===== src/rtl/pbit_state_histogram.sv =====
// rtl/pbit_state_histogram.sv - p-bit state vector sampler and histogram streamer
//
// Purpose: captures the live p-bit state vector with a two-flop input stage.
//   On start it clears one counter per possible state. It then samples every
//   decim+1 cycles for win_len samples and streams the 2^NBITS bin records out
//   in index order.
// Ports:
//   sample_clk, rst_n         clock, asynchronous active-low reset
//   m_in                      live p-bit states (value = bin index)
//   start, abort              run control pulses (abort wins)
//   win_len, decim            window length and decimation, latched on start
//   busy, done, sat_flag      status
//   out_valid/out_ready       record handshake
//   out_idx/out_count/out_last  record payload
module pbit_state_histogram #(
  parameter int NBITS = 5,
  parameter int CNT_W = 24,
  parameter int WIN_W = 24,
  parameter int DEC_W = 8
) (
  input  logic             sample_clk,
  input  logic             rst_n,
  input  logic [NBITS-1:0] m_in,
  input  logic             start,
  input  logic             abort,
  input  logic [WIN_W-1:0] win_len,
  input  logic [DEC_W-1:0] decim,
  output logic             busy,
  output logic             done,
  output logic             out_valid,
  input  logic             out_ready,
  output logic [NBITS-1:0] out_idx,
  output logic [CNT_W-1:0] out_count,
  output logic             out_last,
  output logic             sat_flag
);

  localparam int NBINS = 1 << NBITS;
  localparam logic [NBITS-1:0] LAST_IDX = {NBITS{1'b1}};
  localparam logic [CNT_W-1:0] CNT_MAX  = {CNT_W{1'b1}};

  typedef enum logic [1:0] {S_IDLE, S_CLEAR, S_ACQ, S_DUMP} state_t;

  state_t           state_q, state_d;
  logic [NBITS-1:0] m_s1_q, m_s1_d, m_s2_q, m_s2_d;
  logic [WIN_W-1:0] win_len_q, win_len_d, smp_cnt_q, smp_cnt_d;
  logic [DEC_W-1:0] decim_q, decim_d, dec_cnt_q, dec_cnt_d;
  logic [NBITS-1:0] clr_idx_q, clr_idx_d;
  logic             out_valid_q, out_valid_d, out_last_q, out_last_d;
  logic [NBITS-1:0] out_idx_q, out_idx_d;
  logic [CNT_W-1:0] out_count_q, out_count_d;
  logic             done_q, done_d, sat_q, sat_d;

  // Bin storage: no reset, CLEAR always runs before any read.
  logic [CNT_W-1:0] bin_q [NBINS];
  logic             bin_we;
  logic [NBITS-1:0] bin_wa;
  logic [CNT_W-1:0] bin_wd;
  logic [CNT_W-1:0] cur_cnt;
  logic [NBITS-1:0] nxt_idx;

  always_comb begin
    state_d     = state_q;
    m_s1_d      = m_in;
    m_s2_d      = m_s1_q;
    win_len_d   = win_len_q;
    decim_d     = decim_q;
    smp_cnt_d   = smp_cnt_q;
    dec_cnt_d   = dec_cnt_q;
    clr_idx_d   = clr_idx_q;
    out_valid_d = out_valid_q;
    out_idx_d   = out_idx_q;
    out_count_d = out_count_q;
    out_last_d  = out_last_q;
    done_d      = 1'b0;
    sat_d       = sat_q;
    bin_we      = 1'b0;
    bin_wa      = m_s2_q;
    bin_wd      = '0;
    cur_cnt     = bin_q[m_s2_q];
    nxt_idx     = out_idx_q + 1'b1;

    if (abort) begin
      state_d     = S_IDLE;
      out_valid_d = 1'b0;
      out_last_d  = 1'b0;
    end else begin
      case (state_q)
        S_IDLE: begin
          if (start) begin
            win_len_d = win_len;
            decim_d   = decim;
            sat_d     = 1'b0;
            clr_idx_d = '0;
            state_d   = S_CLEAR;
          end
        end
        S_CLEAR: begin
          bin_we    = 1'b1;
          bin_wa    = clr_idx_q;
          bin_wd    = '0;
          clr_idx_d = clr_idx_q + 1'b1;
          if (clr_idx_q == LAST_IDX) begin
            dec_cnt_d = '0;
            smp_cnt_d = '0;
            state_d   = S_ACQ;
          end
        end
        S_ACQ: begin
          // The window-complete test runs one cycle after the last increment,
          // so that increment is already in bin_q when bin 0 is read here.
          if (smp_cnt_q == win_len_q) begin
            out_valid_d = 1'b1;
            out_idx_d   = '0;
            out_count_d = bin_q[0];
            out_last_d  = (NBINS == 1);
            state_d     = S_DUMP;
          end else if (dec_cnt_q == decim_q) begin
            // Single-cycle read-modify-write, so back-to-back hits on one bin
            // see each other's result without a bypass path.
            dec_cnt_d = '0;
            smp_cnt_d = smp_cnt_q + 1'b1;
            bin_we    = 1'b1;
            bin_wa    = m_s2_q;
            if (cur_cnt == CNT_MAX) begin
              bin_wd = cur_cnt;
              sat_d  = 1'b1;
            end else begin
              bin_wd = cur_cnt + 1'b1;
            end
          end else begin
            dec_cnt_d = dec_cnt_q + 1'b1;
          end
        end
        S_DUMP: begin
          if (out_ready) begin
            if (out_last_q) begin
              done_d      = 1'b1;
              out_valid_d = 1'b0;
              out_last_d  = 1'b0;
              state_d     = S_IDLE;
            end else begin
              out_idx_d   = nxt_idx;
              out_count_d = bin_q[nxt_idx];
              out_last_d  = (nxt_idx == LAST_IDX);
            end
          end
        end
        default: state_d = S_IDLE;
      endcase
    end
  end

  always_ff @(posedge sample_clk or negedge rst_n) begin
    if (!rst_n) begin
      state_q     <= S_IDLE;
      m_s1_q      <= '0;
      m_s2_q      <= '0;
      win_len_q   <= '0;
      decim_q     <= '0;
      smp_cnt_q   <= '0;
      dec_cnt_q   <= '0;
      clr_idx_q   <= '0;
      out_valid_q <= 1'b0;
      out_idx_q   <= '0;
      out_count_q <= '0;
      out_last_q  <= 1'b0;
      done_q      <= 1'b0;
      sat_q       <= 1'b0;
    end else begin
      state_q     <= state_d;
      m_s1_q      <= m_s1_d;
      m_s2_q      <= m_s2_d;
      win_len_q   <= win_len_d;
      decim_q     <= decim_d;
      smp_cnt_q   <= smp_cnt_d;
      dec_cnt_q   <= dec_cnt_d;
      clr_idx_q   <= clr_idx_d;
      out_valid_q <= out_valid_d;
      out_idx_q   <= out_idx_d;
      out_count_q <= out_count_d;
      out_last_q  <= out_last_d;
      done_q      <= done_d;
      sat_q       <= sat_d;
    end
  end

  always_ff @(posedge sample_clk) begin
    if (bin_we) begin
      bin_q[bin_wa] <= bin_wd;
    end
  end

  assign busy      = (state_q != S_IDLE);
  assign done      = done_q;
  assign out_valid = out_valid_q;
  assign out_idx   = out_idx_q;
  assign out_count = out_count_q;
  assign out_last  = out_last_q;
  assign sat_flag  = sat_q;

endmodule

===== config.mk =====
export PLATFORM = sky130hd
export DESIGN_NAME = pbit_state_histogram
export DESIGN_NICKNAME = d
export VERILOG_FILES = /design/src/rtl/pbit_state_histogram.sv
export SDC_FILE = /design/constraint.sdc
export NUM_CORES = 1
export LEC_CHECK = 0
export CORE_MARGIN = 2
export CORE_UTILIZATION = 40
export CTS_BUF_LIST = sky130_fd_sc_hd__clkbuf_8
export CTS_CLUSTER_SIZE = 8
export DETAILED_ROUTE_END_ITERATION = 6
export PLACE_DENSITY = 0.58
export SYNTH_ARGS = -nofsm -noshare
export SYNTH_HDL_FRONTEND = slang
export SYNTH_SLANG_ARGS = --single-unit

===== constraint.sdc =====
create_clock -name sample_clk -period 9.3 [get_ports sample_clk]
set_clock_uncertainty 0.1 [all_clocks]
set_input_delay 1.86 -clock sample_clk [delete_from_list [all_inputs] [get_ports sample_clk]]
set_output_delay 1.86 -clock sample_clk [all_outputs]
set_load 0.1 [all_outputs]

# ---- Yosys cells after proc, flatten, opt, wreduce, memory -nomap -nowiden
# Memory sizes are Yosys's and may differ from the RTL's.
# Cells that the tools add are included.
dict set report op_classes {
  reduce_logical 16
  bitwise 1
  n_mux 57
  addsub 5
  eq_ne 21
}
# cell n
set ops {}
lappend ops {{$mux 24} 11}
lappend ops {{$pmux 24 s2} 2}
lappend ops {{$add 24x1->24 const B} 2}
lappend ops {{$mux 5} 6}
lappend ops {{$eq 24x24->1} 1}
lappend ops {{$eq 24x24->1 const B} 1}
lappend ops {{$mux 8} 3}
lappend ops {{$mux 1} 21}
lappend ops {{$pmux 5 s2} 2}
lappend ops {{$ne 2x2->1 const B} 8}
lappend ops {{$pmux 8 s2} 1}
lappend ops {{$ne 3x3->1 const B} 5}
lappend ops {{$reduce_and 5->1} 3}
lappend ops {{$mux 2} 6}
lappend ops {{$add 5x1->5 const B} 2}
lappend ops {{$eq 5x5->1 const B} 2}
lappend ops {{$reduce_bool 2->1} 5}
lappend ops {{$reduce_and 3->1} 3}
lappend ops {{$add 8x1->8 const B} 1}
lappend ops {{$eq 8x8->1} 1}
lappend ops {{$pmux 1 s2} 4}
lappend ops {{$pmux 2 s4} 1}
lappend ops {{$reduce_and 4->1} 2}
lappend ops {{$reduce_and 6->1} 1}
lappend ops {{5 further kinds} 6}
dict set report word_totals {
  word_cells 115
  n_memories 1
  ramBits 768
  in_bits 42
  register_bits 114
  out_inout_bits 34
}
# name words width read_ports rd_clocked_by_memory_dff write_ports line
set memory_table {}
lappend memory_table {bin_q 32 24 3 0 1 55} ;# logic [CNT_W-1:0] bin_q [NBINS];

# ---- Depth between registers and ports, before layout
# Gate-level depths: netlist of the first run.
dict set report depth {
  depth_word 7
  ltp_mapped 16
  mapped_depth_nobuf 11
}

# ---- Worst setup path before layout of the first run
# No wires, ideal clock.
dict set report synth_path {
  kind {register -> register}
  start {register out_idx_q[0] (netlist: out_idx[0])}
  end {register out_count_q[17] (netlist: out_count[17])}
  setup_slack_ns 4.632
  period_less_slack_ns 4.668
  n_path_buf 7
  t_required_ns 9.067
  t_arrival_ns 4.434
  stages_incl_launch_ff 17
  setup_time_ns 0.133
  path_cell_list {dfrtp_1 clkbuf_1 buf_2 buf_2 buf_1 inv_1 ha_1 clkbuf_1 clkbuf_1 clkbuf_1 mux4_2 nand2_1 nand3_1 a31oi_1 nand2_1 o21ai_0 o21ai_0}
}
dict set report synth_between {
  elab_chain_cells 5
}
# item line
set synth_rtl {}
lappend synth_rtl {{start, declared} 50} ;# logic [NBITS-1:0] out_idx_q, out_idx_d;
lappend synth_rtl {{start signal, assigned} 180} ;# out_idx_q <= out_idx_d;
lappend synth_rtl {{$add 5x1->5} 81} ;# nxt_idx = out_idx_q + 1'b1;
lappend synth_rtl {{$mem_v2 32x24} --}
lappend synth_rtl {{$mux 24} 137} ;# if (out_last_q) begin
lappend synth_rtl {{$mux 24} 136} ;# if (out_ready) begin
lappend synth_rtl {{$pmux 24 s2} 88} ;# case (state_q)
lappend synth_rtl {{end signal, assigned} 181} ;# out_count_q <= out_count_d;
lappend synth_rtl {{end, declared} 51} ;# logic [CNT_W-1:0] out_count_q, out_count_d;
# No other way between the ends. The select of a mux whose other input is x is not followed.
# A chain may end at the register's enable or synchronous reset.

# ---- Worst setup path after layout of the first run
dict set report layout_path {
  start {register m_s2_q[1]}
  end {memory bin_q[4][20], data pin}
}
dict set report layout_between {
  elab_chain_cells 7
  elab_cells_between_ends 8
  classes_between {add/sub: 1; eq/ne: 1; mux: 5; memory: 1}
}
# item line
set layout_rtl {}
lappend layout_rtl {{start, declared} 45} ;# logic [NBITS-1:0] m_s1_q, m_s1_d, m_s2_q, m_s2_d;
lappend layout_rtl {{start signal, assigned} 173} ;# m_s2_q <= m_s2_d;
lappend layout_rtl {{$mem_v2 32x24 *} --}
lappend layout_rtl {{$add 24x1->24 / $eq 24x24->1 (equally long branches)} {129, 125}}
lappend layout_rtl {{$mux 24 *} 125} ;# if (cur_cnt == CNT_MAX) begin
lappend layout_rtl {{$mux 24 *} 118} ;# end else if (dec_cnt_q == decim_q) begin
lappend layout_rtl {{$mux 24 *} 112} ;# if (smp_cnt_q == win_len_q) begin
lappend layout_rtl {{$mux 24 *} 88}
lappend layout_rtl {{$mux 24 *} 83} ;# if (abort) begin
lappend layout_rtl {{net bin_wd[20]} 58} ;# logic [CNT_W-1:0] bin_wd;
lappend layout_rtl {{end, declared} 55}
# The timed path passes the listed nets; every way through them passes the cells marked *.

==> impl_metrics.py, run 1 <==
metrics = {
    "logic_synthesis": {
        "ys_seq_area_share_pct": 61.1,
        "syn-instance-count": 2779,
        "postSynthNetCount": 2832,
        "yosys_warnings": 0,
        "synthArstFlopShare_pct": 12.9,
        "post_synth_instance_area_sq_um": 42400,
        "most_used_flip_flop_cell_after_synthesis": "sky130_fd_sc_hd__edfxtp_1",
        "synth_enable_flop_cells": 768,
        "synth-seq-cells": 882,
        "distinct_cell_type_count_of_the_synthesized_netlist": 68,
        "post_synth.cell_area_avg_sq_um": 15.3,
    },
    "timing": {
        "slew_headroom_pct": 16.4,
        "final-max-slew-violation-count": 0,
        "post_route_clock_period_utilization_pct": 63.5,
        "final_hold_viol_count": 0,
        "fin_crit_ns": 5.91,
        "rsz0062_at_grt": "no",
        "maxClockFrequency_mhz": 169,
        "fin_setup_tns_ns": 0,
        "transition_time_at_the_pin_with_the_least_slew_margin_ns": 1.25,
        "setup_violations": 0,
    },
    "power_and_ir_drop": {
        "ir_worst_vdd_mv": 0.194,
        "power.share.clock_pct": 33.7,
        "pwr-share-comb_pct": 20.8,
        "p_total_uw": 10000,
        "power.leakage_uw": 0.0166,
        "swShare_pct": 30.3,
        "areal_power_density_over_the_cells_nw_per_um2": 211,
        "total_switching_power_uw": 3040,
        "intPower_uw": 6990,
        "seqPwrFrac_pct": 45.5,
    },
    "clock_network": {
        "tritoncts": "built",
        "postCtsHoldBufs": 0,
        "post_cts_setup_driven_buffer_insertion_count": 0,
        "cts_htree_levels": 4,
        "clockBufferDepth": 3,
        "cts_root_buffer": "sky130_fd_sc_hd__clkbuf_8",
        "numCtsBuffers": 155,
        "worst_skew_pair.late_latency_ns": 0.85,
        "cts.clk_slew.worst_paths_ns": 0.06,
        "post_cts.resized_instances": 0,
        "cts.sinks": 882,
    },
    "grt": {
        "first_global_vias": 27600,
        "maximum_number_of_pins_on_one_net_before_global_route_repair": 139,
        "overflow": 0,
        "grt_util_all_layers_pct": 23.9,
        "antenna_found_initial": 3,
        "first_pass_grt_wire_length_um": 188000,
    },
    "route": {
        "drtAntennaViolNets": 0,
        "drc": 0,
        "vias_per_cell": 6.13,
        "drt_iter0_drc": 2880,
        "routedWlPerCell_um": 29.5,
        "detailroute.via_count": 26900,
        "drt_wl_total_um": 129000,
        "first_pass_iters": 7,
    },
    "worst_setup_path": {
        "setup.worst_path.start_class": "flop",
        "cp_cell_sequence": "buf_12 -> mux4_2 -> mux4_2 -> mux2_2 -> ha_1 -> nand4_4 -> nor4_4 -> buf_4 -> nor3b_1 -> xnor2_1 -> nor2_1 -> buf_4",
        "cp_slowest_stage_delay_ns": 1.04,
        "worst_ep_required_time_ns": 9.86,
        "arrival_ns": 6.46,
        "critPathSlowestCell": "sky130_fd_sc_hd__dfrtp_4",
        "ff2ff_path_depth": 12,
        "critical_path_peak_fanout": 138,
        "critical_path.endpoint_type": "flop",
        "timing.setup.critical_path_class": "flop to flop",
    },
    "final_layout": {
        "syn2layout_area_growth_pct": 12.2,
        "sequential_cell_area_sq_um": 25900,
        "finalNetCount": 2927,
        "layout-drive-gt1-share_pct": 20.7,
        "layout.filler_cells": 9169,
        "multi_input_gate_area_in_the_final_layout_sq_um": 15700,
    },
    "floorplan": {
        "fp.dieW_um": 330,
        "core-area_sq_um": 105000,
        "rows": 119,
        "chipHeight_um": 330,
        "floorplan.die_area_sq_um": 109000,
        "initial_core_util_pct": 40.3,
        "io_pins": 76,
    },
    "min_path": {
        "min_delay_path_depth": 0,
        "type_of_the_most_critical_hold_path": "flop to flop",
    },
    "status": {
        "outcome": "finished clean",
    },
    "place": {
        "routabilityCongestion": 0.919,
        "place_hpwl_um": 76700,
        "port-buffer-count": 75,
    },
    "flow_run": {
        "drv_cap": 0,
    },
}
-- metrics by stage --
step / area, sq um / hold WS [ns] / util (%) / worst slack (ns) / instances
after floorplan: 42400 / 0.231 / - / 4.63 / 2779
after global placement: 44700 / 0.243 / 42.4 / 3.52 / 4108
after detailed placement: 44700 / 0.235 / 42.4 / 3.41 / 4108
after CTS: 47600 / 0.248 / 45.2 / 3.37 / 4391
after global routing: 47600 / 0.265 / 45.2 / 3.13 / 4393
final: 47600 / 0.248 / 45.2 / 3.39 / 4393
-- placed cells by master (no fill, tap or decap), drive strengths merged, types with 3 or more instances in the layout --
cell	netlist	layout
edfxtp	768	768
nand2	316	316
mux2i	305	305
mux4	243	243
clkbuf	91	169
nand3	142	142
a22oi	129	129
dfrtp	114	114
nor2	94	94
inv	15	89
clkdlybuf4s50	0	74
o21ai	73	73
buf	103	58
xnor2	51	51
and3	41	41
mux2	39	39
nand4	36	36
clkinv	0	35
a21oi	32	32
a31oi	26	26
a311oi	25	25
xor2	22	22
nand2b	12	12
nor3	12	12
ha	11	11
nor4	11	11
nor3b	8	8
a211oi	8	8
nor2b	7	7
or2	6	6
o31ai	5	5
or3	5	5
o22ai	3	3
clkinvlp	0	3
and2	3	3
-- power by group through the flow --
stage	logic (uW)	registers (uW)	clock network (uW)
after global placement	2080	4640	0
after detailed placement	2090	4640	0
after global routing	2220	4580	3620
final	2080	4560	3380
after floorplan	1290	4890	0
after CTS	2100	4560	3440
-- layout make-up --
| type | count | area share (%) |
|---|---|---|
| clock buffer | 169 | 4.89 |
| clock inverter | 114 | 1.19 |
| antenna | 2 | 0.0105 |
| sequential | 882 | 54.5 |
| timing repair buffer | 132 | 2.64 |
| multi-input combinational | 1688 | 33.0 |
| tap | 1391 | 3.66 |
| inverter | 15 | 0.118 |
-- Yosys cell counts, drive strengths merged, types with 15 or more instances --
cell	count	area, sq um
a21oi	32	160
a22oi	129	968
a311oi	25	219
a31oi	26	163
and3	41	257
buf	103	813
clkbuf	91	342
dfrtp	114	2850
edfxtp	768	23100
inv	15	56.3
mux2	39	439
mux2i	305	3050
mux4	243	5490
nand2	316	1190
nand3	142	716
nand4	36	299
nor2	94	355
o21ai	73	365
xnor2	51	447
xor2	22	193
-- worst max-delay path: cells and delay by family, from the launching register on --
family,cells,cell delay (ns)
xor+xnor,1,0.19
mux,3,1.46
buf+inv,3,1.31
flops,1,1.04
fa+ha+maj,1,0.26
simple gates,4,1.28
-- state kept, by name (all words and copies together), names as in the netlist --
signal,count
out_last,1
out_count,24
clr_idx_q,5
m_s1_q,5
win_len_q,24
decim_q,8
done,1
m_s2_q,5
out_idx,5
dec_cnt_q,8
out_valid,1
state_q,2
smp_cnt_q,24
sat_flag,1
bin_q,768
-- cells by family after synthesis --
group / after synthesis / share of synthesized area (%)
xor+xnor: 73 / 1.51
compound gates: 317 / 5.09
buf+inv: 209 / 2.86
fa+ha+maj: 11 / 0.325
mux: 587 / 21.2
flops: 882 / 61.1
simple gates: 700 / 7.93
-- path summary, 6_finish.rpt --
kind | slack [ns] | endpoint | start
hold / removal | 0.25 | m_s2_q[2] | m_s1_q[2]
max in group asynchronous | 6.77 | m_s2_q[1] | rst_n
hold reg to reg | 0.25 | m_s2_q[2] | m_s1_q[2]
setup reg to reg | 3.39 | bin_q[4][20] | m_s2_q[1]
setup / recovery | 3.39 | bin_q[4][20] | m_s2_q[1]
min in group asynchronous | 0.94 | out_count[17] | rst_n
-- layer usage --
layer	global-route usage (%)	up-vias	routed length, um
met5	0	-	0
met4	10.1	0	5210
met3	4.31	263	9800
met2	39.2	1367	62700
met1	31.2	14100	51700
li1	-	11200	-
Note: power is estimated with default switching activity, not from simulation.
==> run 2, diff against run 1 <==
Clock period 9.3 ns to 5.65 ns, I/O delays scaled along.
==> impl_metrics.py, run 2 (same netlist as run 1, synthesis figures left out) <==
metrics = {
    "grt": {
        "grt_util_all_layers_pct": 24.2,
        "first_global_vias": 28000,
        "overflow": 0,
        "maximum_number_of_pins_on_one_net_before_global_route_repair": 84,
        "first_pass_grt_wire_length_um": 191000,
        "antenna_found_initial": 2,
    },
    "floorplan": {
        "fp.dieW_um": 330,
        "floorplan.die_area_sq_um": 109000,
        "initial_core_util_pct": 40.3,
        "core-area_sq_um": 105000,
        "chipHeight_um": 330,
        "rows": 119,
        "io_pins": 76,
    },
    "timing": {
        "slew_headroom_pct": 12.1,
        "rsz0062_at_grt": "no",
        "worst_case_setup_margin_in_the_final_layout_ns": 0.531,
        "fin_setup_tns_ns": 0,
        "final_hold_viol_count": 0,
        "transition_time_at_the_pin_with_the_least_slew_margin_ns": 1.32,
        "fin_crit_ns": 5.12,
        "post_route_clock_period_utilization_pct": 90.6,
        "setup_violations": 0,
        "final-max-slew-violation-count": 0,
        "maxClockFrequency_mhz": 195,
    },
    "route": {
        "vias_per_cell": 6.10,
        "detailroute.via_count": 27100,
        "drt_iter0_drc": 2901,
        "drtAntennaViolNets": 0,
        "routedWlPerCell_um": 29.4,
        "drt_wl_total_um": 131000,
        "first_pass_iters": 7,
        "drc": 2,
    },
    "power_and_ir_drop": {
        "seqPwrFrac_pct": 45.7,
        "pwr-share-comb_pct": 20.9,
        "power.share.clock_pct": 33.4,
        "power.leakage_uw": 0.0169,
        "ir_worst_vdd_mv": 0.260,
        "intPower_uw": 11500,
        "p_total_uw": 16400,
        "swShare_pct": 29.9,
        "areal_power_density_over_the_cells_nw_per_um2": 340,
        "total_switching_power_uw": 4900,
    },
    "worst_setup_path": {
        "timing.critical_path.max_delay_family": "simple AND/OR/NAND/NOR gates",
        "critPathSlowestCell": "sky130_fd_sc_hd__dfrtp_1",
        "worstSetupPathDepth": 11,
        "setup.worst_path.start_class": "flop",
        "timing.setup.critical_path_class": "flop to flop",
        "arrival_ns": 5.54,
        "cp_slowest_stage_delay_ns": 1.07,
        "critical_path.most_common_cell": "sky130_fd_sc_hd__nand3_1",
        "critical_path.n_buffers_inverters": 2,
        "critical_path_peak_fanout": 56,
        "critical_path.endpoint_type": "flop",
        "worst_ep_required_time_ns": 6.08,
        "cp_cell_sequence": "nor2_4 -> buf_12 -> a22oi_1 -> nand3_1 -> nand4_1 -> nand3_1 -> nor4b_4 -> a21boi_0 -> xnor2_1 -> nor2_1 -> buf_4",
        "ff2ff_path_depth": 11,
    },
    "final_layout": {
        "sequential_cell_area_sq_um": 25900,
        "finalNetCount": 2986,
        "registers.top_by_ff_count": "bin_q",
        "mostFrequentLayoutCell": "sky130_fd_sc_hd__edfxtp_1",
        "finalInstanceArea_sq_um": 48200,
        "largest_register_ff_count": 768,
        "syn2layout_area_growth_pct": 13.6,
        "commonest_cells_after_routing_fill_and_taps_aside": "768 x sky130_fd_sc_hd__edfxtp_1, 315 x sky130_fd_sc_hd__nand2_1, 305 x sky130_fd_sc_hd__mux2i_1",
        "layout.filler_cells": 9161,
        "layout-drive-gt1-share_pct": 22.4,
        "multi_input_gate_area_in_the_final_layout_sq_um": 15700,
    },
    "clock_network": {
        "cts_root_buffer": "sky130_fd_sc_hd__clkbuf_8",
        "post_cts_setup_driven_buffer_insertion_count": 0,
        "cts.clk_slew.worst_paths_ns": 0.06,
        "postCtsHoldBufs": 0,
        "post_cts.resized_instances": 0,
        "tritoncts": "built",
        "numCtsBuffers": 151,
        "worst_skew_pair.late_latency_ns": 0.84,
        "cts.sinks": 882,
        "cts_htree_levels": 4,
        "clockBufferDepth": 3,
    },
    "status": {
        "outcome": "finished with violations",
        "violations": "DRC",
    },
    "flow_run": {
        "drv_cap": 0,
    },
    "place": {
        "post-place-ws_ns": 0.768,
        "port-buffer-count": 75,
        "routabilityCongestion": 0.842,
        "place_area_sq_um": 45300,
        "place_hpwl_um": 78100,
    },
    "min_path": {
        "type_of_the_most_critical_hold_path": "input pin to asynchronous set/reset pin",
    },
}
-- run 2: final cells by class --
cell class | count | area share, %
Tap cell | 1391 | 3.61
Multi-Input combinational cell | 1688 | 32.6
Timing Repair Buffer | 195 | 4.00
Clock inverter | 102 | 1.09
Inverter | 15 | 0.117
Clock buffer | 168 | 4.80
Antenna cell | 3 | 0.0156
Sequential cell | 882 | 53.8
-- run 2: power by group through the flow --
stage / registers (uW) / clock network, uW / logic, uW
finish: 7490 / 5480 / 3430
global route: 7530 / 5880 / 3660
detailed placement: 7620 / 0 / 3440
CTS: 7500 / 5590 / 3460
global placement: 7620 / 0 / 3410
floorplan: 8050 / 0 / 2120
-- run 2: final timing paths --
kind | startpoint | endpoint | slack, ns
max in group asynchronous | rst_n | m_s2_q[1] | 4.34
hold reg to reg | m_s1_q[3] | m_s2_q[3] | 0.26
min in group sample_clk | m_s1_q[3] | m_s2_q[3] | 0.26
hold / removal | rst_n | out_count[20] | 0.21
setup / recovery | m_s2_q[2] | bin_q[21][2] | 0.53
setup reg to reg | m_s2_q[2] | bin_q[21][2] | 0.53
-- run 2: worst reg2reg max path, delay by kind of cell (launching register included) --
kind / cells / cell delay [ns]
XOR/XNOR: 1 / 0.21
flip-flops: 1 / 1.07
AO/OA/AOI/OAI: 2 / 0.59
AND/OR/NAND/NOR: 6 / 2.24
buffers and inverters: 2 / 0.62
-- run 2: metal layers --
layer / up-vias / part of all wire, % / GRT usage [%]
met3: 223 / 7.4 / 4.11
met5: - / 0 / 0
met1: 14300 / 42 / 33.0
met2: 1270 / 48 / 39.0
met4: 0 / 3.2 / 8.99
li1: 11300 / - / -
-- run 2: per-stage QoR --
stage | hold WS (ns) | utilization, % | std cells
floorplan | 0.231 | - | 2779
global placement | 0.245 | 43.1 | 4171
detailed placement | 0.256 | 43.1 | 4171
CTS | 0.207 | 45.8 | 4441
global route | 0.249 | 45.8 | 4443
finish | 0.207 | 45.8 | 4444
